--- config.mk ---
export PLATFORM = sky130hd
export DESIGN_NAME = pipeline_ctrl
export DESIGN_NICKNAME = d
export VERILOG_FILES = /design/src/rtl/pipeline_ctrl_pkg.sv /design/src/rtl/pipeline_ctrl_hazard_detect.sv /design/src/rtl/pipeline_ctrl.sv
export SDC_FILE = /design/constraint.sdc
export NUM_CORES = 1
export LEC_CHECK = 0
export ABC_CLOCK_PERIOD_IN_PS = 3500
export CORE_MARGIN = 4
export CORE_UTILIZATION = 44
export DETAILED_ROUTE_END_ITERATION = 16
export GPL_TIMING_DRIVEN = 0
export PLACE_DENSITY = 0.79
export SYNTH_ARGS = -nofsm -noshare
export SYNTH_HDL_FRONTEND = slang
export SYNTH_SLANG_ARGS = --single-unit
export TNS_END_PERCENT = 100
--- constraint.sdc ---
create_clock -name clk -period 3.5 [get_ports clk]
set_clock_uncertainty 0.15 [all_clocks]
set_input_delay 0.875 -clock clk [delete_from_list [all_inputs] [get_ports clk]]
set_output_delay 0.875 -clock clk [all_outputs]
set_load 0.05 [all_outputs]
--- src/rtl/pipeline_ctrl_pkg.sv ---
// Shared definitions for the pipeline controller: FSM states, operand
// forwarding selects and default widths.
package pipeline_ctrl_pkg;

  typedef enum logic [1:0] {
    ST_RUN      = 2'b00,
    ST_FLUSH    = 2'b01,
    ST_MEM_WAIT = 2'b10
  } state_e;

  localparam logic [1:0] FWD_RF = 2'b00;
  localparam logic [1:0] FWD_EX = 2'b01;
  localparam logic [1:0] FWD_WB = 2'b10;

  localparam int DEF_REG_BITS = 5;
  localparam int DEF_PC_BITS  = 5;

endpackage

--- src/rtl/pipeline_ctrl_hazard_detect.sv ---
// Combinational register-match logic: load-use detection and per-operand
// forwarding selection. Register 0 never matches.
module hazard_detect
  import pipeline_ctrl_pkg::*;
#(
  parameter int REG_BITS = DEF_REG_BITS
) (
  input  logic [REG_BITS-1:0] id_rs1,
  input  logic [REG_BITS-1:0] id_rs2,
  input  logic                id_uses_rs1,
  input  logic                id_uses_rs2,
  input  logic [REG_BITS-1:0] ex_write_reg,
  input  logic                ex_reg_wrenable,
  input  logic                ex_mem_to_reg,
  input  logic [REG_BITS-1:0] wb_write_reg,
  input  logic                wb_reg_wrenable,
  output logic                load_use,
  output logic [1:0]          fwd_a,
  output logic [1:0]          fwd_b
);

  logic ex_live_s;
  logic wb_live_s;
  logic ex_a_s, ex_b_s, wb_a_s, wb_b_s;

  always_comb begin
    ex_live_s = ex_reg_wrenable && (ex_write_reg != '0);
    wb_live_s = wb_reg_wrenable && (wb_write_reg != '0);
    ex_a_s    = ex_live_s && (ex_write_reg == id_rs1);
    ex_b_s    = ex_live_s && (ex_write_reg == id_rs2);
    wb_a_s    = wb_live_s && (wb_write_reg == id_rs1);
    wb_b_s    = wb_live_s && (wb_write_reg == id_rs2);

    load_use  = ex_mem_to_reg && ((ex_a_s && id_uses_rs1) || (ex_b_s && id_uses_rs2));

    // A load result is not yet available in EX, so only ALU results forward from EX.
    fwd_a = FWD_RF;
    if (ex_a_s && !ex_mem_to_reg) begin
      fwd_a = FWD_EX;
    end else if (wb_a_s) begin
      fwd_a = FWD_WB;
    end else begin
      fwd_a = FWD_RF;
    end

    fwd_b = FWD_RF;
    if (ex_b_s && !ex_mem_to_reg) begin
      fwd_b = FWD_EX;
    end else if (wb_b_s) begin
      fwd_b = FWD_WB;
    end else begin
      fwd_b = FWD_RF;
    end
  end

endmodule

--- src/rtl/pipeline_ctrl.sv ---
// Pipeline hazard controller: Mealy FSM arbitrating memory wait, jump flush
// and load-use stall, plus saturating stall/flush performance counters.
module pipeline_ctrl
  import pipeline_ctrl_pkg::*;
#(
  parameter int REG_BITS = DEF_REG_BITS,
  parameter int PC_BITS  = DEF_PC_BITS,
  parameter int CNT_BITS = 16
) (
  input  logic                clk,
  input  logic                reset,
  input  logic [REG_BITS-1:0] id_rs1,
  input  logic [REG_BITS-1:0] id_rs2,
  input  logic                id_uses_rs1,
  input  logic                id_uses_rs2,
  input  logic [REG_BITS-1:0] ex_write_reg,
  input  logic                ex_reg_wrenable,
  input  logic                ex_mem_to_reg,
  input  logic                ex_should_jump,
  input  logic [PC_BITS-1:0]  ex_jump_pc,
  input  logic [REG_BITS-1:0] wb_write_reg,
  input  logic                wb_reg_wrenable,
  input  logic                mem_req,
  input  logic                mem_ready,
  output logic                pc_en,
  output logic                fd_en,
  output logic                ex_en,
  output logic                fd_flush,
  output logic                ex_flush,
  output logic                pc_sel,
  output logic [PC_BITS-1:0]  jump_pc,
  output logic [1:0]          fwd_a,
  output logic [1:0]          fwd_b,
  output logic [CNT_BITS-1:0] stall_cycles,
  output logic [CNT_BITS-1:0] flush_count
);

  localparam logic [CNT_BITS-1:0] CNT_ONE = {{(CNT_BITS-1){1'b0}}, 1'b1};

  state_e              state_q, state_d;
  logic [PC_BITS-1:0]  jump_pc_q, jump_pc_d;
  logic [CNT_BITS-1:0] stall_cycles_q, stall_cycles_d;
  logic [CNT_BITS-1:0] flush_count_q, flush_count_d;
  logic                load_use_s;
  logic [1:0]          haz_fwd_a_s, haz_fwd_b_s;
  logic                mem_wait_s;
  logic                jump_taken_s;

  hazard_detect #(.REG_BITS(REG_BITS)) u_hazard (
    .id_rs1          (id_rs1),
    .id_rs2          (id_rs2),
    .id_uses_rs1     (id_uses_rs1),
    .id_uses_rs2     (id_uses_rs2),
    .ex_write_reg    (ex_write_reg),
    .ex_reg_wrenable (ex_reg_wrenable),
    .ex_mem_to_reg   (ex_mem_to_reg),
    .wb_write_reg    (wb_write_reg),
    .wb_reg_wrenable (wb_reg_wrenable),
    .load_use        (load_use_s),
    .fwd_a           (haz_fwd_a_s),
    .fwd_b           (haz_fwd_b_s)
  );

  // MEM_WAIT with the access completing behaves exactly like RUN.
  always_comb begin
    mem_wait_s   = mem_req && !mem_ready;
    state_d      = ST_RUN;
    pc_en        = 1'b1;
    fd_en        = 1'b1;
    ex_en        = 1'b1;
    fd_flush     = 1'b0;
    ex_flush     = 1'b0;
    pc_sel       = 1'b0;
    jump_taken_s = 1'b0;
    fwd_a        = haz_fwd_a_s;
    fwd_b        = haz_fwd_b_s;

    if (reset) begin
      pc_en    = 1'b0;
      fd_en    = 1'b0;
      ex_en    = 1'b0;
      fd_flush = 1'b1;
      ex_flush = 1'b1;
      fwd_a    = FWD_RF;
      fwd_b    = FWD_RF;
    end else if (mem_wait_s) begin
      pc_en   = 1'b0;
      fd_en   = 1'b0;
      ex_en   = 1'b0;
      state_d = ST_MEM_WAIT;
    end else if (state_q == ST_FLUSH) begin
      ex_flush = 1'b1;
    end else if (ex_should_jump) begin
      pc_sel       = 1'b1;
      fd_flush     = 1'b1;
      ex_flush     = 1'b1;
      jump_taken_s = 1'b1;
      state_d      = ST_FLUSH;
    end else if (load_use_s) begin
      pc_en    = 1'b0;
      fd_en    = 1'b0;
      ex_flush = 1'b1;
    end else begin
      state_d = ST_RUN;
    end

    jump_pc_d = jump_taken_s ? ex_jump_pc : jump_pc_q;
    if (reset) begin
      jump_pc = '0;
    end else begin
      jump_pc = jump_taken_s ? ex_jump_pc : jump_pc_q;
    end

    stall_cycles_d = stall_cycles_q;
    if (!pc_en && (stall_cycles_q != '1)) begin
      stall_cycles_d = stall_cycles_q + CNT_ONE;
    end else begin
      stall_cycles_d = stall_cycles_q;
    end

    flush_count_d = flush_count_q;
    if (jump_taken_s && (flush_count_q != '1)) begin
      flush_count_d = flush_count_q + CNT_ONE;
    end else begin
      flush_count_d = flush_count_q;
    end
  end

  // State, held jump target and performance counters.
  always_ff @(posedge clk) begin
    if (reset) begin
      state_q        <= ST_RUN;
      jump_pc_q      <= '0;
      stall_cycles_q <= '0;
      flush_count_q  <= '0;
    end else begin
      state_q        <= state_d;
      jump_pc_q      <= jump_pc_d;
      stall_cycles_q <= stall_cycles_d;
      flush_count_q  <= flush_count_d;
    end
  end

  assign stall_cycles = stall_cycles_q;
  assign flush_count  = flush_count_q;

endmodule
* Word level (Yosys, flattened, before mapping) *
Index checks and enable logic that the tools add are counted.

cells by class
  $add $sub $neg = 2
  equal/unequal tests = 7
  multiplexer cells = 28
  reductions and logical operators = 21

operator list
  cell                                                                    count
  16-bit by 1-bit adder with 16-bit output (second input constant)        2
  16-bit != test (second input constant)                                  2
  5-bit equality test                                                     4
  1-bit 2-to-1 mux                                                        19
  1-bit logical AND                                                       14
  2-bit 2-to-1 mux                                                        7
  5-bit 2-to-1 mux                                                        2
  5-bit nonzero test                                                      2
  1-bit zero test                                                         3
  3-bit OR reduction                                                      1
  2-bit by 1-bit equality test with 1-bit output (second input constant)  1
  1-bit logical OR                                                        1

storage, ports and cells
  bits in registers = 39
  input bits = 35
  output and inout bits = 47

* Logic depth before layout (Yosys ltp) *
Gate-level depths: netlist of run 1.

  word-level depth = 13
  gate-level depth with buffers = 8
  depth with buffers taken out = 7

* Modules after synthesis *
A second synthesis of run 1 with hierarchy kept.

second synthesis, totals
  cells, all modules = 254
  area, all modules = 2234.6 um^2

by module, submodules not included
  module         instances  cells an instance  area each (um^2)  sequential area each (um^2)
  pipeline_ctrl  1          216                1924.3            780.7
  hazard_detect  1          38                 310.3             0.0

* Least setup slack after synthesis of run 1 *
No wires, ideal clock.

  path type = input to output
  start point = input ex_write_reg[0]
  end point = output pc_en
  arrival time = 2.887 ns
  required time = 2.475 ns
  path slack = -0.412 ns
  cell stages on the path = 6
  cell sequence = or4_1 nor2_2 nor4b_2 o21a_1 nor2_1 buf_4

between the ends
  cells in the longest elaborated chain, start to end = 11

ends and longest elaborated chain
  item                                  RTL line                                                              text
  start, declared                       pipeline_ctrl.sv:16                                                   input logic [REG_BITS-1:0] ex_write_reg,
  5-bit nonzero test                    pipeline_ctrl_hazard_detect.sv:27                                     ex_live_s = ex_reg_wrenable && (ex_write_reg != '0);
  1-bit logical AND                     pipeline_ctrl_hazard_detect.sv:27
  1-bit logical AND (on tied branches)  pipeline_ctrl_hazard_detect.sv:29, pipeline_ctrl_hazard_detect.sv:30
  1-bit logical AND                     pipeline_ctrl_hazard_detect.sv:34                                     load_use = ex_mem_to_reg && ((ex_a_s && id_uses_rs1) || (ex_b_s && id_uses_rs2));
  1-bit logical OR (*)                  pipeline_ctrl_hazard_detect.sv:34
  1-bit logical AND (*)                 pipeline_ctrl_hazard_detect.sv:34
  1-bit 2-to-1 mux (*) (5 in a row)     --
  end, declared                         pipeline_ctrl.sv:25                                                   output logic pc_en,

Every way passes the cells marked *; elsewhere a longest branch is shown, timed or not.

* Final worst setup path of run 1 *
  start point = input wb_write_reg[0]
  end point = output fwd_b[1]

between the ends
  cells in the longest elaborated chain, start to end = 6

ends and longest elaborated chain
  item                   RTL line                           text
  start, declared        pipeline_ctrl.sv:21                input logic [REG_BITS-1:0] wb_write_reg,
  5-bit nonzero test     pipeline_ctrl_hazard_detect.sv:28  wb_live_s = wb_reg_wrenable && (wb_write_reg != '0);
  1-bit logical AND      pipeline_ctrl_hazard_detect.sv:28
  1-bit logical AND (*)  pipeline_ctrl_hazard_detect.sv:32  wb_b_s = wb_live_s && (wb_write_reg == id_rs2);
  2-bit 2-to-1 mux (*)   pipeline_ctrl_hazard_detect.sv:49  end else if (wb_b_s) begin
  2-bit 2-to-1 mux (*)   pipeline_ctrl_hazard_detect.sv:47  if (ex_b_s && !ex_mem_to_reg) begin
  2-bit 2-to-1 mux (*)   pipeline_ctrl.sv:78                if (reset) begin
  end, declared          pipeline_ctrl.sv:33                output logic [1:0] fwd_b,

Marked as above.

==> results of run 1 <==
## layout make-up
cell class	count	share of cell area, %
repair buffers	89	24.7
flip-flops and latches	39	23.6
well taps	67	2.54
clock buffers	5	2.08
inverters	8	0.909
clock inverters	3	1.33
plain buffers	8	1.63
multi-input cells	196	43.2
## metrics by stage
step | setup TNS, ns | area [µm²] | util [%]
2_1_floorplan | 0 | 2210 | -
3_3_place_gp | -9.59 | 3110 | 64.9
3_5_place_dp | -9.75 | 3110 | 64.9
4_1_cts | -0.0417 | 3290 | 68.8
5_1_grt | -0.0565 | 3300 | 69.0
6_report | 0 | 3300 | 69.0
## power by group
part / switching, mW / internal, mW
Clock: 0.164 / 0.212
Combinational: 0.119 / 0.0902
Sequential: 0.00688 / 0.453
## kinds of logic (layout without fill, tap and decap cells)
family          Yosys count  in the layout  synth area share, %
simple gates            112            112                 28.9
compound gates           42             42                 14.1
flops                    39             39                 35.6
xor+xnor                 34             34                 13.6
buf+inv                  16            113                 3.65
mux                       6              6                 3.02
fa+ha+maj                 2              2                 1.14
## worst max-delay path, cell delays in order
cell and delay, ns:
clkdlybuf4s50_1 0.47, or4_1 0.56, o21ai_2 0.18, nor4_2 0.07
o2111a_1 0.12, buf_4 0.19
## repair_timing
item                       in CTS  in global routing
buffers inserted                5                  3
cloned                          0                  0
setup endpoints to repair      15                 14
pin swaps                       5                 16
gates resized for setup        95                 33
## flip-flops by register name (all words and copies together), names as in the netlist
register,cells
stall_cycles,16
state_q,2
flush_count,16
jump_pc_q,5
## metal layers
| metal | global-route usage (%) | wire length (µm) | up-vias |
|---|---|---|---|
| met4 | 6.29 | 114 | 0 |
| met3 | 5.62 | 283 | 9 |
| met1 | 23.4 | 2530 | 1036 |
| met2 | 33.3 | 3000 | 61 |
| li1 | - | - | 1080 |
| met5 | 0 | 0 | - |
## cells in the final DEF, fill, tap and decap left out, drive strengths merged, types with 2 or more instances in the layout
cell type | synthesis | layout
dfxtp | 39 | 39
clkdlybuf4s50 | 0 | 49
dlygate4sd2 | 0 | 7
o31ai | 2 | 2
xor2 | 13 | 13
ha | 2 | 2
xnor2 | 21 | 21
a22o | 5 | 5
nand2b | 4 | 4
o21ai | 11 | 11
a31oi | 2 | 2
clkbuf | 4 | 12
clkinv | 0 | 2
dlymetal6s2s | 0 | 4
nor2 | 36 | 36
clkdlybuf4s15 | 0 | 3
and4 | 3 | 3
inv | 8 | 8
mux2 | 5 | 5
nor4b | 4 | 4
o2111a | 2 | 2
nor3 | 6 | 6
nand4 | 8 | 8
a31o | 3 | 3
nor4 | 2 | 2
nand3 | 10 | 10
or4 | 2 | 2
nand3b | 3 | 3
or3 | 7 | 7
and2 | 2 | 2
buf | 4 | 27
a21oi | 10 | 10
nor2b | 9 | 9
nand2 | 12 | 12
## path summary, 6_finish.rpt
| path | startpoint | to | slack, ns | cells after the start |
|---|---|---|---|---|
| setup / recovery | wb_write_reg[0] | fwd_b[1] | 0.006 | 6 |
| setup reg to reg | stall_cycles[3] | stall_cycles[6] | 1.13 | 7 |
| hold / removal | jump_pc_q[3] | jump_pc_q[3] | 0.32 | 1 |
| hold reg to reg | jump_pc_q[3] | jump_pc_q[3] | 0.32 | 1 |
==> results.toml, run 1 <==
[placement]
dpl.cell_count = 399
gp_congestion = 0.839
io_buffers = 81
dpl.hpwl_um = 4410
post-place-ws_ns = -1.00

[finish]
fillCellCount = 392
fin_cells = 415
drive_gt1_share_pct = 21.3
antenna_cells = 0
areaGrowthSynthToFinish_pct = 50.5
seq_area_um2 = 781
multiInputGateArea_um2 = 1430
fin_nets = 384

[timing]
worst_slack_ns = 0.00644
setup_viol = 0
drv_slew = 0
fmax_mhz = 286
slew_headroom_pct = 64.4
tightest_slew_ns = 0.532
period_share_pct = 99.8
fin_hold_ws_ns = 0.318
grt_setup_unrepaired = "true"
hold_viol_final = 0
period_minus_slack_ns = 3.49

[routing]
num_vias = 2186
wl_per_cell_um = 14.3
viasPerCell = 5.27
first_pass_iters = 4
drt_iter0_markers = 78
routed_wl_um = 5930
ant_nets = 0
drc_errors = 0

[pwr]
leakagePower_nw = 1.27
p_total_mw = 1.04
peakVddDrop_mv = 0.310
power_density_nw_per_um2 = 316

[synthesis]
async_reset_ff_share_pct = 0
yosys.area.top_type_share_pct = 35.6
syn_inst = 251
syn_area_per_cell_um2 = 8.75
yosys-top-cells-area = "dfxtp_1 36%, xnor2_1 8.4%, nor2_1 6.0%"
synth_cell_type_count = 50
synth_top_area_cell = "dfxtp_1"
synth_commonest_cells = "39 x dfxtp_1, 35 x nor2_1, 21 x xnor2_1"
synth_edf_count = 0
synth.most_common_cell = "dfxtp_1"
synth_fp_nets = 288
ys_seq_area_share_pct = 35.6
yosys_warnings = 0
synth_ff_type = "dfxtp_1"
ys_ff_latch = 39
syn_area_um2 = 2200

[floorplan]
core_area_um2 = 4790
start_util_pct = 45.9
rows = 25
fp.dieH_um = 78.6
die_x_um = 78.6
die-area_um2 = 6190
ios = 82

[run_status]
status = "completed"

[cts]
cts_tree = "yes"
cts.clk_slew.worst_paths_ns = 0.08
ctsHoldBuffers = 0
h-tree-depth = 2
clk_latency_ns = 0.30
clock_path_buffers = 2
cts_root_buffer = "clkbuf_8"
numClockSinks = 39
numCtsBuffers = 5

[grt]
grt_max_degree = 14
antenna_found_initial = 0
gr-total-overflow = 0
grt_pass1_vias = 2139
track_usage_pct = 19.5
grt_pass1_wl_um = 9560

[setup_path]
cp-start-kind = "input pin"
end_kind = "output port"
cp_max_fo = 3
worstPathRequired_ns = 2.47
arrival_ns = 2.47
crit_type = "in -> out"

[flow_run]
drv_cap = 0

[hold_path]
min-delay-path-class = "reg -> reg"
No activity file was read; power rests on OpenSTA's default activity.
==> inputs of run 2 (changes only) <==
--- a/config.mk
+++ b/config.mk
@@ -7,11 +7,12 @@
 export LEC_CHECK = 0
 export ABC_CLOCK_PERIOD_IN_PS = 3500
 export CORE_MARGIN = 4
-export CORE_UTILIZATION = 44
+export CORE_UTILIZATION = 45
 export DETAILED_ROUTE_END_ITERATION = 16
 export GPL_TIMING_DRIVEN = 0
-export PLACE_DENSITY = 0.79
+export PLACE_DENSITY = 0.8
 export SYNTH_ARGS = -nofsm -noshare
 export SYNTH_HDL_FRONTEND = slang
+export SYNTH_HIERARCHICAL = 1
 export SYNTH_SLANG_ARGS = --single-unit
-export TNS_END_PERCENT = 100
+export TNS_END_PERCENT = 10
==> run 2 against run 1 <==
The run now ends with setup timing left; largest power group unchanged; setup slack got worse by 0.073 ns; combinational power barely moved; largest cell class unchanged; sequential share of layout area rose by 0.47 points; sequential power about the same; maximum frequency is 2.0% lower; highest routed layer unchanged; synthesized cell count up 1.2%.
==> results.toml, run 2 <==
[pwr]
p_int_uw = 679
leakagePower_nw = 1.25
p_comb_share_pct = 21.6
p_total_uw = 970
peakVddDrop_mv = 0.212
power_density_nw_per_um2 = 300
p_switching_uw = 292
seqPwrFrac_pct = 47.6
power.share.clock_pct = 30.8
p_sw_share_pct = 30.0

[timing]
drv_slew = 0
grt_setup_unrepaired = "true"
setup_viol = 3
fmax_mhz = 280
period_minus_slack_ns = 3.57
tightest_slew_ns = 0.525
hold_viol_final = 0
slew_headroom_pct = 64.9
period_share_pct = 102
worst_slack_ns = -0.0663

[synthesis]
yosys.area.top_type_share_pct = 34.9
synth_top_area_cell = "dfxtp_1"
syn_area_um2 = 2230
synth.most_common_cell = "dfxtp_1"
ys_seq_area_share_pct = 34.9
synth_fp_nets = 291
syn_area_per_cell_um2 = 8.80
synth_cell_type_count = 54
yosys-top-cells-area = "dfxtp_1 35%, xor2_1 8.6%, xnor2_1 5.5%"
ys_ff_latch = 39
synth_ff_type = "dfxtp_1"
yosys_warnings = 6
syn_inst = 254
async_reset_ff_share_pct = 0
synth_commonest_cells = "39 x dfxtp_1, 32 x nor2_1, 22 x xor2_1"
synth_edf_count = 0

[placement]
post-place-ws_ns = -1.27
io_buffers = 81
dpl.hpwl_um = 4520
gp_congestion = 0.853

[floorplan]
ios = 82
start_util_pct = 47.0
core_area_um2 = 4750
die_x_um = 78.5
die-area_um2 = 6160
fp.dieH_um = 78.5
rows = 25

[routing]
routed_wl_um = 6110
drt_iter0_markers = 55
viasPerCell = 5.37
ant_nets = 0
drc_errors = 0
first_pass_iters = 4
num_vias = 2214
wl_per_cell_um = 14.8

[setup_path]
critPathMostFrequentCell = "buf_8"
worstPathRequired_ns = 2.47
worstRegToRegCells = 5
arrival_ns = 2.54
critPathSlowestCell = "or4_4"
cp-start-kind = "input pin"
cpPeakStageDelay_ns = 0.54
crit_type = "in -> out"
cp_max_fo = 3
path_cells = "buf_8 > or4_4 > o2111a_1 > a311o_2 > clkinvlp_4 > buf_8 > buf_8"
end_kind = "output port"

[finish]
drive_gt1_share_pct = 18.0
fin_nets = 381
seq_area_um2 = 781
multiInputGateArea_um2 = 1430
fin_util_pct = 68.1
mostFrequentLayoutCells = "45 x clkdlybuf4s50_1, 39 x dfxtp_1, 31 x nor2_1"
fillCellCount = 412
areaGrowthSynthToFinish_pct = 45.0
layout.cells.most_common = "clkdlybuf4s50_1"
antenna_cells = 0

[cts]
ctsHoldBuffers = 0
cts_root_buffer = "clkbuf_8"
numCtsBuffers = 5
h-tree-depth = 2
cts.clk_slew.worst_paths_ns = 0.08
numClockSinks = 39
cts_tree = "yes"
clk_latency_ns = 0.29
clock_path_buffers = 2

[grt]
gr-total-overflow = 0
grt_pass1_wl_um = 10000
grt_pass1_vias = 2144
grt_max_degree = 13
track_usage_pct = 19.8
antenna_found_initial = 0

[run_status]
status = "complete, but fails checks"
violations = "setup timing"

[flow_run]
drv_cap = 0

[hold_path]
min-delay-path-class = "reg -> reg"
min_delay_path_depth = 2
[run 2: worst paths after layout]
path | startpoint | slack, ns | to
worst max-delay path | ex_write_reg[4] | -0.07 | pc_en
worst min-delay path | flush_count[9] | 0.36 | flush_count[9]
worst max register to register | stall_cycles[7] | 1.52 | stall_cycles[6]
worst min register to register | flush_count[9] | 0.36 | flush_count[9]
[run 2: area by class of cell]
| class | instances | area share [%] |
|---|---|---|
| buffer | 7 | 1.51 |
| inverter | 6 | 0.811 |
| tap | 67 | 2.59 |
| clock inverter | 2 | 0.386 |
| multi-input combinational | 201 | 44.2 |
| sequential | 39 | 24.1 |
| clock buffer | 6 | 2.24 |
| timing repair buffer | 84 | 24.1 |
[run 2: through the flow]
stage	setup TNS, ns	instances	hold slack [ns]	instance area [µm²]
after global routing	-0.325	412	0.377	3240
after detailed placement	-9.29	402	0.347	3150
after CTS	-0.581	413	0.357	3270
after global placement	-9.14	402	0.333	3150
final	-0.0812	412	0.361	3240
after floorplan	-0.202	254	0.472	2250
[run 2: cells by family (layout without fill, tap and decap cells)]
family / Yosys count / after routing / share of synthesized area, %
flip-flops: 39 / 39 / 34.9
adder cells (fa/ha/maj): 2 / 2 / 1.12
multiplexers: 10 / 10 / 4.59
XOR/XNOR: 36 / 36 / 14.1
AO/OA/AOI/OAI: 29 / 29 / 9.24
buffers and inverters: 14 / 105 / 2.97
AND/OR/NAND/NOR: 124 / 124 / 33.0
[run 2: layer usage]
layer | wire length (µm) | GRT usage [%]
met1 | 2750 | 24.1
met2 | 2920 | 34.3
met3 | 342 | 4.59
met4 | 97 | 6.12
met5 | 0 | 0
[run 2: timing repair]
item | 4_1_cts | 5_1_grt
resized for setup | 88 | 32
pin swaps | 5 | 6
buffers inserted | 3 | 0
endpoints found under the setup margin | 15 | 13
cloned | 0 | 0
[run 2: critical path: cells and delay by family]
family	cells	cell delay (ns)
AO/OA/AOI/OAI	2	0.69
buffers and inverters	4	0.43
AND/OR/NAND/NOR	1	0.54
[run 2: power by group through the flow]
stage	Combinational [mW]	Clock [mW]	Sequential, mW
4_1_cts	0.211	0.306	0.462
6_report	0.209	0.299	0.462
2_1_floorplan	0.107	0	0.487
3_5_place_dp	0.213	0	0.473
5_1_grt	0.224	0.322	0.464
3_3_place_gp	0.210	0	0.472
